## config.mk

```make
export PLATFORM = sky130hd
export DESIGN_NAME = fetch_unit
export DESIGN_NICKNAME = d
export VERILOG_FILES = /design/src/rtl/cpu_pkg.sv /design/src/rtl/fetch_fifo.sv /design/src/rtl/fetch_unit.sv
export SDC_FILE = /design/constraint.sdc
export NUM_CORES = 1
export LEC_CHECK = 0
export CORE_ASPECT_RATIO = 1.5
export CORE_MARGIN = 1
export CORE_UTILIZATION = 35
export DETAILED_ROUTE_END_ITERATION = 7
export PLACE_DENSITY_LB_ADDON = 0.1
export SETUP_SLACK_MARGIN = 0.2
export SLEW_MARGIN = 5
export SYNTH_ARGS = -nofsm -noshare
export SYNTH_HDL_FRONTEND = slang
export SYNTH_SLANG_ARGS = --single-unit
```

## constraint.sdc

```tcl
create_clock -name clk -period 4.55 [get_ports clk]
set_input_delay 0.91 -clock clk [delete_from_list [all_inputs] [get_ports clk]]
set_output_delay 0.91 -clock clk [all_outputs]
set_load 0.03 [all_outputs]
```

## src/rtl/cpu_pkg.sv

```systemverilog
// rtl/cpu_pkg.sv - shared widths, constants and record types for the fetch stage
// Purpose: common definitions imported by fetch_unit and its helpers.
//   INSTR_W / ADDR_W : instruction and address widths
//   RESET_PC_DEF     : default program counter after reset
//   PC_STEP          : sequential fetch increment
//   pend_t           : in-flight request record {epoch, pc}
//   iq_ent_t         : buffered instruction record {instr, pc}
package cpu_pkg;

   localparam int INSTR_W = 32;
   localparam int ADDR_W  = 32;

   localparam logic [ADDR_W-1:0] RESET_PC_DEF = 32'h0000_0000;
   localparam logic [ADDR_W-1:0] PC_STEP      = 32'd4;

   typedef struct packed {
      logic              epoch;
      logic [ADDR_W-1:0] pc;
   } pend_t;

   typedef struct packed {
      logic [INSTR_W-1:0] instr;
      logic [ADDR_W-1:0]  pc;
   } iq_ent_t;

   // Redirect targets are forced onto a word boundary.
   function automatic logic [ADDR_W-1:0] align_pc(input logic [ADDR_W-1:0] a);
      return a & ~ADDR_W'(3);
   endfunction

endpackage

```

## src/rtl/fetch_fifo.sv

```systemverilog
// rtl/fetch_fifo.sv - parameterised synchronous FIFO with clear and occupancy count
// Purpose: small register FIFO used for the pending-request tracker and the
// instruction queue. DEPTH must be a power of two so pointers wrap naturally.
// Ports:
//   i_clk, i_rst_n   : clock, asynchronous active-low reset
//   i_clear          : synchronous flush (dominates push/pop)
//   i_push, i_wdata  : write side; ignored when full unless popping the same cycle
//   i_pop            : read side; ignored when empty
//   o_rdata          : head entry (undefined when empty)
//   o_full, o_empty  : status flags
//   o_count          : number of stored entries
module fetch_fifo #(
   parameter  int W     = 32,
   parameter  int DEPTH = 2,
   localparam int AW    = $clog2(DEPTH)
) (
   input  logic         i_clk,
   input  logic         i_rst_n,
   input  logic         i_clear,
   input  logic         i_push,
   input  logic [W-1:0] i_wdata,
   input  logic         i_pop,
   output logic [W-1:0] o_rdata,
   output logic         o_full,
   output logic         o_empty,
   output logic [AW:0]  o_count
);

   logic [W-1:0]  r_mem [DEPTH];
   logic [AW-1:0] r_wptr;
   logic [AW-1:0] r_rptr;
   logic [AW:0]   r_count;
   logic          w_do_push;
   logic          w_do_pop;

   assign o_empty   = (r_count == '0);
   assign o_full    = (r_count == (AW+1)'(DEPTH));
   assign w_do_pop  = i_pop & ~o_empty;
   assign w_do_push = i_push & (~o_full | w_do_pop);
   assign o_rdata   = r_mem[r_rptr];
   assign o_count   = r_count;

   always_ff @(posedge i_clk or negedge i_rst_n) begin
      if (!i_rst_n) begin
         r_wptr  <= '0;
         r_rptr  <= '0;
         r_count <= '0;
      end else if (i_clear) begin
         r_wptr  <= '0;
         r_rptr  <= '0;
         r_count <= '0;
      end else begin
         if (w_do_push) r_wptr <= r_wptr + AW'(1);
         if (w_do_pop)  r_rptr <= r_rptr + AW'(1);
         r_count <= r_count + (AW+1)'(w_do_push) - (AW+1)'(w_do_pop);
      end
   end

   // Storage needs no reset: entries are only read once counted as valid.
   always_ff @(posedge i_clk) begin
      if (w_do_push && !i_clear) r_mem[r_wptr] <= i_wdata;
   end

endmodule

```

## src/rtl/fetch_unit.sv

```systemverilog
// rtl/fetch_unit.sv - instruction fetch stage driving the PC register's next-PC input
// Purpose: issues in-order fetches at pc_in, tracks in-flight requests, buffers
// returned words for decode and flushes on redirect using an epoch bit.
// Ports:
//   clk, rst                         : clock, asynchronous active-low reset
//   pc_in / npc                      : current PC in, next PC out (combinational)
//   imem_req_valid/ready/addr        : fetch request channel
//   imem_rsp_valid/data              : in-order response channel (no back-pressure)
//   redirect_valid/pc                : taken branch/jump target
//   id_valid/ready, id_instr/pc/pc4  : decode-side handshake and payload
module fetch_unit
   import cpu_pkg::*;
#(
   parameter logic [ADDR_W-1:0] RESET_PC = RESET_PC_DEF,
   parameter int                QDEPTH   = 2
) (
   input  logic               clk,
   input  logic               rst,
   input  logic [ADDR_W-1:0]  pc_in,
   output logic [ADDR_W-1:0]  npc,
   output logic               imem_req_valid,
   input  logic               imem_req_ready,
   output logic [ADDR_W-1:0]  imem_req_addr,
   input  logic               imem_rsp_valid,
   input  logic [INSTR_W-1:0] imem_rsp_data,
   input  logic               redirect_valid,
   input  logic [ADDR_W-1:0]  redirect_pc,
   output logic               id_valid,
   input  logic               id_ready,
   output logic [INSTR_W-1:0] id_instr,
   output logic [ADDR_W-1:0]  id_pc,
   output logic [ADDR_W-1:0]  id_pc4
);

   localparam int              CW      = $clog2(QDEPTH) + 1;
   localparam logic [CW:0]     OCC_MAX = (CW+1)'(QDEPTH);

   logic          r_epoch;

   logic          w_pend_push;
   logic          w_pend_pop;
   logic          w_pend_full;
   logic          w_pend_empty;
   logic [CW-1:0] w_inflight;
   pend_t         w_pend_wdata;
   pend_t         w_pend_head;

   logic          w_iq_push;
   logic          w_iq_pop;
   logic          w_iq_full;
   logic          w_iq_empty;
   logic [CW-1:0] w_count;
   iq_ent_t       w_iq_wdata;
   iq_ent_t       w_iq_head;

   logic [CW:0]   w_occ;
   logic          w_credit;
   logic          w_req_fire;

   // Stale in-flight entries keep consuming credit until their response drains.
   assign w_occ      = {1'b0, w_inflight} + {1'b0, w_count};
   assign w_credit   = (w_occ < OCC_MAX);

   assign imem_req_valid = w_credit & ~redirect_valid & rst;
   assign imem_req_addr  = pc_in;
   assign w_req_fire     = imem_req_valid & imem_req_ready;

   // The PC register has no enable, so "hold" means feeding pc_in back.
   always_comb begin
      npc = pc_in;
      if (!rst)                npc = RESET_PC;
      else if (redirect_valid) npc = align_pc(redirect_pc);
      else if (w_req_fire)     npc = pc_in + PC_STEP;
   end

   assign w_pend_push  = w_req_fire;
   assign w_pend_wdata = '{epoch: r_epoch, pc: pc_in};
   assign w_pend_pop   = imem_rsp_valid;

   // A response is kept only if issued in the current epoch and no redirect
   // is flushing the queue this very cycle.
   assign w_iq_push  = imem_rsp_valid & ~w_pend_empty &
                       (w_pend_head.epoch == r_epoch) & ~redirect_valid;
   assign w_iq_wdata = '{instr: imem_rsp_data, pc: w_pend_head.pc};
   assign w_iq_pop   = id_valid & id_ready & ~redirect_valid;

   always_ff @(posedge clk or negedge rst) begin
      if (!rst)                r_epoch <= 1'b0;
      else if (redirect_valid) r_epoch <= ~r_epoch;
   end

   fetch_fifo #(.W($bits(pend_t)), .DEPTH(QDEPTH)) u_pend (
      .i_clk   (clk),
      .i_rst_n (rst),
      .i_clear (1'b0),
      .i_push  (w_pend_push),
      .i_wdata (w_pend_wdata),
      .i_pop   (w_pend_pop),
      .o_rdata (w_pend_head),
      .o_full  (w_pend_full),
      .o_empty (w_pend_empty),
      .o_count (w_inflight)
   );

   fetch_fifo #(.W($bits(iq_ent_t)), .DEPTH(QDEPTH)) u_iq (
      .i_clk   (clk),
      .i_rst_n (rst),
      .i_clear (redirect_valid),
      .i_push  (w_iq_push),
      .i_wdata (w_iq_wdata),
      .i_pop   (w_iq_pop),
      .o_rdata (w_iq_head),
      .o_full  (w_iq_full),
      .o_empty (w_iq_empty),
      .o_count (w_count)
   );

   // Payload is forced to zero whenever the queue is empty (including reset).
   assign id_valid = ~w_iq_empty;
   assign id_instr = id_valid ? w_iq_head.instr            : '0;
   assign id_pc    = id_valid ? w_iq_head.pc               : '0;
   assign id_pc4   = id_valid ? (w_iq_head.pc + PC_STEP)   : '0;

   a_rsp_tracked : assert property (@(posedge clk) disable iff (!rst)
      imem_rsp_valid |-> !w_pend_empty);
   a_pend_no_ovf : assert property (@(posedge clk) disable iff (!rst)
      w_pend_push |-> !w_pend_full);
   a_iq_no_ovf   : assert property (@(posedge clk) disable iff (!rst)
      w_iq_push |-> !w_iq_full);

endmodule

```

# Yosys cells after proc, flatten, opt, wreduce, memory -nomap -nowiden
# Memories as Yosys holds them, arrays and structs flattened.
# Index checks and enable logic that the tools add are counted.
dict set report op_classes {
  multipliers 0
  eq_ne 3
  n_reduce_logical 6
  n_shift 0
  mux 15
  magnitude_cmp 1
  div 0
  bitwise_logic 19
  addsub 11
}
# operator count
set op_table {}
lappend op_table {{$mux 32} 6}
lappend op_table {{$add 32x3->32 const B} 2}
lappend op_table {{$and 1x1->1} 11}
lappend op_table {{$mux 1} 8}
lappend op_table {{$not 1->1} 6}
lappend op_table {{$add 1x1->1 const B} 4}
lappend op_table {{$add 2x1->2} 2}
lappend op_table {{$eq 2x2->1 const B} 2}
lappend op_table {{$logic_not 2->1} 2}
lappend op_table {{$reduce_bool 2->1} 2}
lappend op_table {{$sub 2x1->2} 2}
lappend op_table {{$add 2x2->3} 1}
lappend op_table {{$lt 3x2->1 const B} 1}
lappend op_table {{$mux 2} 1}
lappend op_table {{$or 1x1->1} 2}
lappend op_table {{$eq 1x1->1} 1}
lappend op_table {{$logic_and 1x1->1} 1}
lappend op_table {{$logic_not 1->1} 1}
dict set report totals {
  n_memories 2
  ff_bits 9
  mem_bits_rw 194
  elab_cells 64
  latchBits 0
  mem_bits_ro 0
  out_inout_bits 162
}
# memory words width rd rd_clocked_by_memory_dff wr line_no
set mem_list {}
lappend mem_list {u_iq.r_mem 2 64 1 0 1 fetch_fifo.sv:29} ;# logic [W-1:0] r_mem [DEPTH];
lappend mem_list {u_pend.r_mem 2 33 1 0 1 fetch_fifo.sv:29}

# Logic depth before layout (Yosys ltp)
# Gate-level depths: netlist of the first run.
dict set report depth {
  ltp_word 10
  ltp_mapped 12
  depth_no_buf 9
}

# Cells and area by module
# From an unflattened synthesis of the first run, not the netlist that was laid out.
dict set report unflattened {
  hier_cells 791
  area_unflattened_um2 10164.7
}
# module cells_per_inst n_inst seq_area_each_um2 area_each_um2
set by_module_without_submodules {}
lappend by_module_without_submodules {{fetch_fifo at u_iq} 228 1 3943.8 4883.4}
lappend by_module_without_submodules {fetch_unit 431 1 25.0 2647.5}
lappend by_module_without_submodules {{fetch_fifo at u_pend} 132 1 2082.0 2633.8}

# Least setup slack after synthesis of the first run
# No wires, ideal clock.
dict set report synth_timing {
  path_type {in2reg}
  from {in redirect_valid}
  to {mem u_iq.r_mem[0][0] (netlist name), enable pin}
  setup_slack_ps -35
  required_ps 4062
  setup_time_ps 488
  path_stages 4
  arrival_time_ps 4097
  path_cell_list {clkbuf_1 -> inv_1 -> nand3_1 -> nor2_1}
}
dict set report synth_between {
  elab_chain_cells 8
}
# element line_no
set synth_lines {}
lappend synth_lines {{from (decl)} fetch_unit.sv:26} ;# input logic redirect_valid,
lappend synth_lines {{$not 1->1} {fetch_unit.sv:83, fetch_unit.sv:85}}
lappend synth_lines {{$and 1x1->1} fetch_unit.sv:85} ;# assign w_iq_pop = id_valid & id_ready & ~redirect_valid;
lappend synth_lines {{$and 1x1->1} fetch_fifo.sv:38} ;# assign w_do_pop = i_pop & ~o_empty;
lappend synth_lines {{$or 1x1->1} fetch_fifo.sv:39} ;# assign w_do_push = i_push & (~o_full | w_do_pop);
lappend synth_lines {{$and 1x1->1} fetch_fifo.sv:39}
lappend synth_lines {{$logic_and 1x1->1 *} fetch_fifo.sv:61} ;# if (w_do_push && !i_clear) r_mem[r_wptr] <= i_wdata;
lappend synth_lines {{$mux 1 *} fetch_fifo.sv:61}
lappend synth_lines {{$mux 1 (implied by the code) *} fetch_fifo.sv:61}
lappend synth_lines {{to (decl)} fetch_fifo.sv:29}
# Every way passes the cells marked *; elsewhere a longest branch is shown, timed or not.

# Final worst setup path of the first run
dict set report layout_timing {
  from {reg u_iq.r_count[0] (netlist: u_iq.o_count[0])}
  to {out npc[13]}
}
dict set report layout_between {
  elab_chain_cells 8
}
# element line_no
set layout_lines {}
lappend layout_lines {{from (decl)} fetch_fifo.sv:32} ;# logic [AW:0] r_count;
lappend layout_lines {{from (signal assigned)} fetch_fifo.sv:55} ;# r_count <= r_count + (AW+1)'(w_do_push) - (AW+1)'(w_do_pop);
lappend layout_lines {{$add 2x2->3} fetch_unit.sv:61} ;# assign w_occ = {1'b0, w_inflight} + {1'b0, w_count};
lappend layout_lines {{$lt 3x2->1} fetch_unit.sv:62} ;# assign w_credit = (w_occ < OCC_MAX);
lappend layout_lines {{$and 1x1->1 (2 in series)} fetch_unit.sv:64} ;# assign imem_req_valid = w_credit & ~redirect_valid & rst;
lappend layout_lines {{$and 1x1->1} fetch_unit.sv:66} ;# assign w_req_fire = imem_req_valid & imem_req_ready;
lappend layout_lines {{$mux 32} fetch_unit.sv:73} ;# else if (w_req_fire) npc = pc_in + PC_STEP;
lappend layout_lines {{$mux 32} fetch_unit.sv:72} ;# else if (redirect_valid) npc = align_pc(redirect_pc);
lappend layout_lines {{$mux 32} fetch_unit.sv:71} ;# if (!rst) npc = RESET_PC;
lappend layout_lines {{to (decl)} fetch_unit.sv:20} ;# output logic [ADDR_W-1:0] npc,
# Every way passes these cells.

==> results.toml, run 1 <==
[cells_and_area]
area_delta_synth_final_pct = 35.9
nets = 1132
stdcell_count = 1384
drive_above_1_share_pct = 16.0
post-route-util_pct = 48.2
ff_latch_area_um2 = 6050
final_area_um2 = 13400
diodes = 0
multi_input_area_um2 = 3400
num-fill-cells = 2548

[die]
initial_core_util_pct = 35.4
dieArea_um2 = 28900
rows = 75
io_pins = 264
dieWidth_um = 139
coreArea_um2 = 27900
die_y_um = 208

[clocking]
cts_tree = "done"
clock_sinks = 203
clk_latency_ps = 490
h-tree-depth = 1
cts_buffers = 20
clk_pin_slew_worst_paths_ps = 60
cts_root_buf = "clkbuf_16"
cts-hold-fix-buffers = 0
cts_buffer_depth = 3

[worst_setup_path]
r2r_setup_slack_ps = 1510
path_max_fanout = 10
reg2reg_depth = 9
crit_path_end_kind = "output port"
arrival_ps = 3280
start_kind = "register"
worstPathRequired_ps = 3640
path_class = "reg2out"
worst_r2r_startpoint = "u_iq.o_count[0]"
r2r_end = "u_pend.r_mem[0][31]"

[placement]
dp_hpwl_mm = 16.3
place_inst = 1346
gp_congestion = 0.779
place_ws_ps = 272
placed_area_um2 = 12700
port_buffers = 261

[hold_path]
holdPathStages = 1
hp-start = "r_epoch"
holdPathEnd = "r_epoch"
hold_path_class = "reg2reg"

[detailed_routing]
first_pass_iters = 8
viasPerCell = 4.84
drcViolationCount = 19
detail-route-antenna-nets = 0
drtIter0Drc = 246
routed_wirelength_mm = 23.2
vias = 6693
wire_per_inst_um = 16.8

[synthesis]
synth-main-ff-cell = "edfxtp_1"
async_reset_ff_share_pct = 4.43
syn_avg_cell_area_um2 = 12.6
ys_seq_area_share_pct = 61.3
ys_seq_elements = 203
synth_enable_flop_cells = 194
yosys.cell_types.count = 48
synth_top_area_share_pct = 59.0
synth_area_leaders = "edfxtp_1 59%, mux2i_1 6.2%, mux2_2 5.0%"
netlist_instances = 785
yosys.area.top_type = "edfxtp_1"
synthesis.area_um2 = 9880
synth_nets = 893
ys_warn_count = 0

[sta]
period_share_pct = 92.2
rsz0062_at_grt = "no"
worst_slack_ps = 355
max_slew_margin_pct = 44.4
fmax_ghz = 0.238
slew_violations = 0
worstMarginPinSlew_ps = 834
setup_viol_count_final = 0
tns_ps = 0
fin_worst_skew_ps = 8.85
finalWorstPathRequiredPeriod_ps = 4190
hold_viol = 0

[outcome]
status = "finished with violations"
violations = "DRC"

[power]
max-vdd-ir-drop_v = 0.000322
p_leak_nw = 4.53
p_per_area_nw_per_um2 = 521

[global_route]
grt_max_degree = 75
grt-ovfl-total = 0
top_usage_layer = "met2"
grtUsageMet2_pct = 28.8
use_met3_pct = 2.65
grt_use_total_pct = 16.0
antenna_found_initial = 0
grt_pass1_vias = 6683
grt_first_pass_wirelength_mm = 36.6
met1_usage_pct = 19.4

[run]
cap_violations = 0
layer usage:
| layer | vias up | part of all wire (%) |
|---|---|---|
| met5 | - | 0 |
| met1 | 3141 | 42 |
| met3 | 26 | 5.9 |
| met4 | 0 | 2.1 |
| met2 | 211 | 50 |
| li1 | 3315 | - |
layout make-up:
type | instances | share of cell area, %
clock buffers | 28 | 4.41
inverters | 16 | 0.447
multi-input cells | 490 | 25.3
repair buffers | 293 | 20.9
well taps | 346 | 3.22
clock inverters | 8 | 0.550
flip-flops and latches | 203 | 45.1
report_power, final:
group	internal [mW]	switching [mW]	total, mW
sequential	2.33	0.0982	2.43
combinational	1.17	1.76	2.93
clock	0.971	0.673	1.64
total	4.47	2.53	7.00
flip-flops by register name, summed over array words and instances, names as in the netlist:
signal          cells
u_pend.o_count      2
r_epoch             1
u_iq.r_rptr         1
u_iq.r_wptr         1
u_iq.r_mem        128
u_pend.r_rptr       1
u_pend.r_mem       66
u_pend.r_wptr       1
u_iq.o_count        2
placed cells by master, fill, tap and decap left out, types with 21 or more instances in the layout:
cell	instances
mux2_2	44
clkbuf_16	21
and2_1	21
edfxtp_1	194
nand2_1	40
a21oi_1	30
mux2i_1	61
xnor2_1	32
o21ai_0	37
nor2_1	86
buf_4	67
clkdlybuf4s50_1	213
worst max path at each step:
| stage | depth (start not counted) | end | start | slack (ps) |
|---|---|---|---|---|
| detailed placement | 8 | id_pc4[26] | u_iq.r_rptr | 270 |
| floorplan | 11 | id_pc4[22] | u_iq.r_rptr | 260 |
| global placement | 8 | id_pc4[26] | u_iq.r_rptr | 270 |
| global route | 9 | npc[13] | u_iq.o_count[0] | 220 |
| CTS | 9 | id_pc4[20] | u_iq.r_rptr | 260 |
| finish | 9 | npc[13] | u_iq.o_count[0] | 360 |
through the flow:
step | total power [mW] | hold WS (ps)
final | 7.00 | 530
after global routing | 7.36 | 549
after global placement | 5.42 | 515
after detailed placement | 5.43 | 519
after floorplan | 4.30 | 468
after CTS | 7.09 | 532
worst max-delay path: stages, from the launching register on:
cell             delay [ps]
dfrtp_1                 400
inv_1                    90
nor2_1                  110
fa_1                    440
nor4b_2                 350
nand3_1                 190
buf_4                   220
nor3_1                  170
o311a_1                 160
clkdlybuf4s50_1         670
kinds of logic (layout without fill, tap and decap cells):
logic type,Yosys count,count (layout),share of synthesized area (%)
flops,203,203,61.3
xor+xnor,47,47,4.17
simple gates,240,240,11.9
mux,105,105,11.2
fa+ha+maj,6,6,0.836
compound gates,92,92,5.44
buf+inv,92,345,5.21
Yosys cell counts, types with 21 or more instances:
cell type    n
a21oi_1     30
mux2i_1     61
edfxtp_1   194
clkbuf_1    24
nand2_1     40
nor2_1      91
o21ai_0     37
xnor2_1     32
buf_4       35
and2_1      21
mux2_2      44
nand3_1     21
repair_timing:
item | 4_1_cts | 5_1_grt
setup endpoints to repair | 8 | 2
buffers inserted | 0 | 2
gates resized for setup | 14 | 1
Power figures use the tool's default switching activity.
==> run 2: changes to the inputs <==
- SETUP_SLACK_MARGIN: 0.2 -> 0.4
==> run 2 against run 1 <==
- the run still ends with DRC left
- global-route usage is 0.30 points lower
- critical path depth is the same
- maximum frequency grew 3.0%
- critical endpoint is now id_pc4[26]
==> results.toml, run 2 (same netlist as run 1, synthesis figures left out) <==
[clocking]
clock_sinks = 203
cts_buffer_depth = 3
clk_latency_ps = 480
clk_pin_slew_worst_paths_ps = 60
cts_tree = "done"
cts_root_buf = "clkbuf_16"
cts_buffers = 20
cts-hold-fix-buffers = 0
h-tree-depth = 1

[sta]
worst_slack_ps = 478
tns_ps = 0
period_share_pct = 89.5
rsz0062_at_grt = "yes"
slew_violations = 0
fmax_ghz = 0.246
hold_viol = 0
fin_worst_skew_ps = 6.64
setup_viol_count_final = 0
finalWorstPathRequiredPeriod_ps = 4070
worstMarginPinSlew_ps = 629
max_slew_margin_pct = 58.1

[global_route]
grt_use_total_pct = 15.7
grt-ovfl-total = 0
antenna_found_initial = 0
grt_pass1_vias = 6686
grt_max_degree = 65
grt_first_pass_wirelength_mm = 35.9

[power]
max-vdd-ir-drop_v = 0.000256
p_int_mw = 4.50
pwr-share-clk_pct = 23.2
p_switching_mw = 2.52
p_per_area_nw_per_um2 = 518
pwr-share-comb_pct = 42.3
p_leak_nw = 4.63
seq_power_share_pct = 34.5
switching_share_pct = 35.9

[worst_setup_path]
worstPathRequired_ps = 3640
path_buf_inv = 3
max_stage_delay_ps = 510
cp_slowest_cell = "dfrtp_4"
crit_chain = "buf_4 -> mux2_2 -> ha_1 -> inv_1 -> a211oi_4 -> nand3_4 -> nor4b_2 -> mux2_2 -> dlygate4sd2_1"
arrival_ps = 3160
cp_common_cell = "mux2_2"
cp_top_family = "buffers and inverters"
crit_path_end_kind = "output port"
path_class = "reg2out"
start_kind = "register"
path_max_fanout = 8

[cells_and_area]
area_delta_synth_final_pct = 37.1
stdcell_count = 1390
drive_above_1_share_pct = 17.3
diodes = 0
largest_register_ffs = 128
nets = 1140
final_common_cell = "clkdlybuf4s50_1"
final_area_um2 = 13500
post-route-util_pct = 48.6
top_register = "u_iq.r_mem"
layout_common_cells = "207 x clkdlybuf4s50_1, 194 x edfxtp_1, 86 x nor2_1"
largestRegisters = "u_iq.r_mem: 128 flops, u_pend.r_mem: 66 flops"

[detailed_routing]
vias = 6751
routed_wirelength_mm = 23.0
first_pass_iters = 8
drcViolationCount = 21
wire_per_inst_um = 16.6
detail-route-antenna-nets = 0
viasPerCell = 4.86
drtIter0Drc = 358

[die]
dieArea_um2 = 28900
coreArea_um2 = 27900
dieWidth_um = 139
rows = 75
io_pins = 264
initial_core_util_pct = 35.4
die_y_um = 208

[run]
cap_violations = 0

[outcome]
violations = "DRC"
status = "finished with violations"

[placement]
gp_congestion = 0.776
place_inst = 1347
place_ws_ps = 332
port_buffers = 261
placed_area_um2 = 12700
dp_hpwl_mm = 16.3

[hold_path]
hold_path_class = "reg2reg"
[run 2: cell count changes in the layout (fill, tap and decap cells not counted), moves of 2 or more]
cell | previous run | this run
inv_8 | 2 | 0
clkdlybuf4s50_1 | 213 | 207
clkdlybuf4s15_1 | 0 | 2
clkbuf_8 | 4 | 2
buf_4 | 67 | 75
clkinv_1 | 3 | 1
nor4_1 | 12 | 8
nor4_2 | 2 | 5
dlymetal6s2s_1 | 0 | 3
clkbuf_1 | 3 | 6
nand3_2 | 4 | 1
nand3_4 | 0 | 3
[run 2: per-layer routing]
metal	global-route usage, %	share of wire (%)
met1	19.0	42
met2	28.2	50
met3	2.49	5.6
met4	4.98	2.1
met5	0	0
[run 2: what timing repair did]
| item | 4_1_cts | 5_1_grt |
|---|---|---|
| endpoints found under the setup margin | 17 | 19 |
| gates resized for setup | 26 | 17 |
| pin swaps | 2 | 1 |
| gates cloned | 0 | 0 |
| setup buffers | 4 | 5 |
[run 2: final cells by class]
| type | instances | area [um^2] |
|---|---|---|
| Fill cell | 2529 | 14300 |
| Sequential cell | 203 | 6050 |
| Multi-Input combinational cell | 490 | 3480 |
| Timing Repair Buffer | 301 | 2870 |
| Clock buffer | 28 | 562 |
| Tap cell | 346 | 433 |
| Clock inverter | 6 | 86.3 |
| Inverter | 16 | 60.1 |
[run 2: per-stage QoR]
stage | power, mW | hold slack, ps
final | 7.01 | 531
after detailed placement | 5.43 | 520
after global routing | 7.36 | 543
after floorplan | 4.30 | 468
after CTS | 7.09 | 532
after global placement | 5.42 | 514
[run 2: power by group through the flow]
stage | logic [mW] | clock network [mW] | registers (mW)
finish | 2.97 | 1.63 | 2.42
global route | 3.19 | 1.73 | 2.44
CTS | 3.00 | 1.68 | 2.42
detailed placement | 2.97 | 0 | 2.47
global placement | 2.96 | 0 | 2.46
floorplan | 1.87 | 0 | 2.43
[run 2: final timing paths]
| path | startpoint | end | slack [ps] | cells past startpoint |
|---|---|---|---|---|
| max | u_iq.r_rptr | id_pc4[26] | 480 | 9 |
| min | r_epoch | r_epoch | 530 | 1 |
| max reg2reg | u_iq.o_count[0] | u_pend.r_mem[0][21] | 1650 | 10 |
| min reg2reg | r_epoch | r_epoch | 530 | 1 |
| max in group asynchronous | rst | u_iq.r_rptr | 3360 | 2 |
| min in group asynchronous | rst | r_epoch | 870 | 2 |
==> run 3: changes to the inputs <==
- CORE_UTILIZATION: 35 -> 32
- SYNTH_HIERARCHICAL: unset -> 1
==> run 3 against run 2 <==
- the flow now finishes without violations
- clock power down 9.8%
- maximum frequency fell by 8.0%
- flip-flop and latch count is the same
- die area increased by 12%
- count of clock-buffer cells in the layout is the same
- power shrank 41%
- register-to-register slack got worse by 550 ps
- critical endpoint is now npc[20]
- largest power group is now sequential cells
==> results.toml, run 3 <==
[sta]
period_share_pct = 97.3
finalWorstPathRequiredPeriod_ps = 4430
slew_violations = 0
worstMarginPinSlew_ps = 632
tns_ps = 0
rsz0062_at_grt = "yes"
hold_viol = 0
fin_worst_skew_ps = 14.1
fmax_ghz = 0.226
max_slew_margin_pct = 57.7
setup_viol_count_final = 0

[cells_and_area]
final_common_cell = "clkdlybuf4s50_1"
diodes = 0
largest_register_ffs = 128
stdcell_count = 1490
largestRegisters = "u_iq/r_mem: 128 flops, u_pend/r_mem: 66 flops"
drive_above_1_share_pct = 22.4
area_delta_synth_final_pct = 40.6
top_register = "u_iq/r_mem"
nets = 1179
layout_common_cells = "208 x clkdlybuf4s50_1, 194 x edfxtp_1, 80 x buf_4"

[clocking]
clk_latency_ps = 500
cts_buffers = 20
h-tree-depth = 1
clock_sinks = 203
cts_buffer_depth = 3
clk_pin_slew_worst_paths_ps = 70
cts_root_buf = "clkbuf_16"
cts_tree = "done"

[die]
dieWidth_um = 147
coreArea_um2 = 31100
die_y_um = 220
initial_core_util_pct = 32.6
dieArea_um2 = 32500
rows = 79
io_pins = 264

[worst_setup_path]
start_kind = "register"
worstPathRequired_ps = 3640
path_max_fanout = 6
endpoint = "npc[20]"
cp-startpoint = "u_pend/o_count[0]"
reg2reg_depth = 12
r2r_end = "u_pend/r_mem[1][13]"
arrival_ps = 3520
r2r_setup_slack_ps = 1100
worst_r2r_startpoint = "u_pend/o_count[0]"
crit_path_end_kind = "output port"
path_class = "reg2out"

[power]
p_leak_nw = 4.91
p_per_area_nw_per_um2 = 288
max-vdd-ir-drop_v = 0.000169

[global_route]
grt_pass1_vias = 7245
antenna_found_initial = 0
grt_max_degree = 65
grt_first_pass_wirelength_mm = 42.2
grt-ovfl-total = 0
grt_use_total_pct = 16.9

[hold_path]
hold_path_class = "reg2reg"
hp-start = "r_epoch"

[placement]
place_inst = 1433
dp_hpwl_mm = 19.3
gp_congestion = 0.808
port_buffers = 261

[synthesis]
synthesis.area_um2 = 10200
netlist_instances = 789
ys_warn_count = 6
syn_avg_cell_area_um2 = 12.9

[detailed_routing]
detail-route-antenna-nets = 0
vias = 7270
routed_wirelength_mm = 27.4
drcViolationCount = 0
viasPerCell = 4.88
drtIter0Drc = 306
wire_per_inst_um = 18.4
first_pass_iters = 4

[run]
cap_violations = 0

[outcome]
status = "complete, no violations"
[run 3: metrics by stage]
| stage | area (um^2) | setup slack (ps) | power (mW) | hold WS, ps | util (%) |
|---|---|---|---|---|---|
| floorplan | 10200 | 442 | 2.41 | 490 | - |
| detailed placement | 13200 | 8.83 | 2.65 | 525 | 42.5 |
| global placement | 13200 | 14.5 | 2.64 | 506 | 42.5 |
| finish | 14300 | 124 | 4.11 | 532 | 45.9 |
| global route | 14300 | 31.1 | 4.27 | 561 | 45.9 |
| CTS | 14000 | 97.5 | 4.17 | 533 | 45.1 |
[run 3: worst min path at each step]
stage	end	slack, ps	depth (start not counted)
3_3_place_gp	r_epoch	510	1
6_report	r_epoch	530	1
5_1_grt	r_epoch	560	1
3_5_place_dp	r_epoch	530	1
2_1_floorplan	r_epoch	490	1
4_1_cts	r_epoch	530	1
[run 3: critical path, stage by stage, from the launching register on]
cell and delay (ps):
dfrtp_2 400, and2_4 160, fa_1 430, or4b_4 580, buf_8 160, or3_4 420, or4_1 480, a31oi_1 200
buf_4 190
[run 3: report_power, final]
part / internal [mW] / switching (mW) / total, mW
clock: 0.817 / 0.658 / 1.47
combinational: 0.247 / 0.285 / 0.532
sequential: 2.09 / 0.0149 / 2.11
[run 3: final cells by class]
| type | instances | area (um^2) |
|---|---|---|
| flip-flops and latches | 203 | 6060 |
| multi-input cells | 507 | 3930 |
| clock inverters | 7 | 45.0 |
| inverters | 11 | 43.8 |
| fillers | 2903 | 16900 |
| well taps | 405 | 507 |
| clock buffers | 28 | 531 |
| repair buffers | 329 | 3160 |
[run 3: timing repair]
action                     4_1_cts  5_1_grt
pin swaps                       19       26
buffers inserted                14        6
resized for setup               80       65
setup endpoints to repair       55       46
hold buffers                     0        0
cloned                           1        1
[run 3: per-layer routing]
metal / global-route usage [%] / vias to the layer above / part of all wire (%)
li1: - / 3499 / -
met1: 20.2 / 3450 / 41
met2: 30.1 / 281 / 50
met3: 3.22 / 40 / 5.9
met4: 5.98 / 0 / 2.9
met5: 0 / - / 0
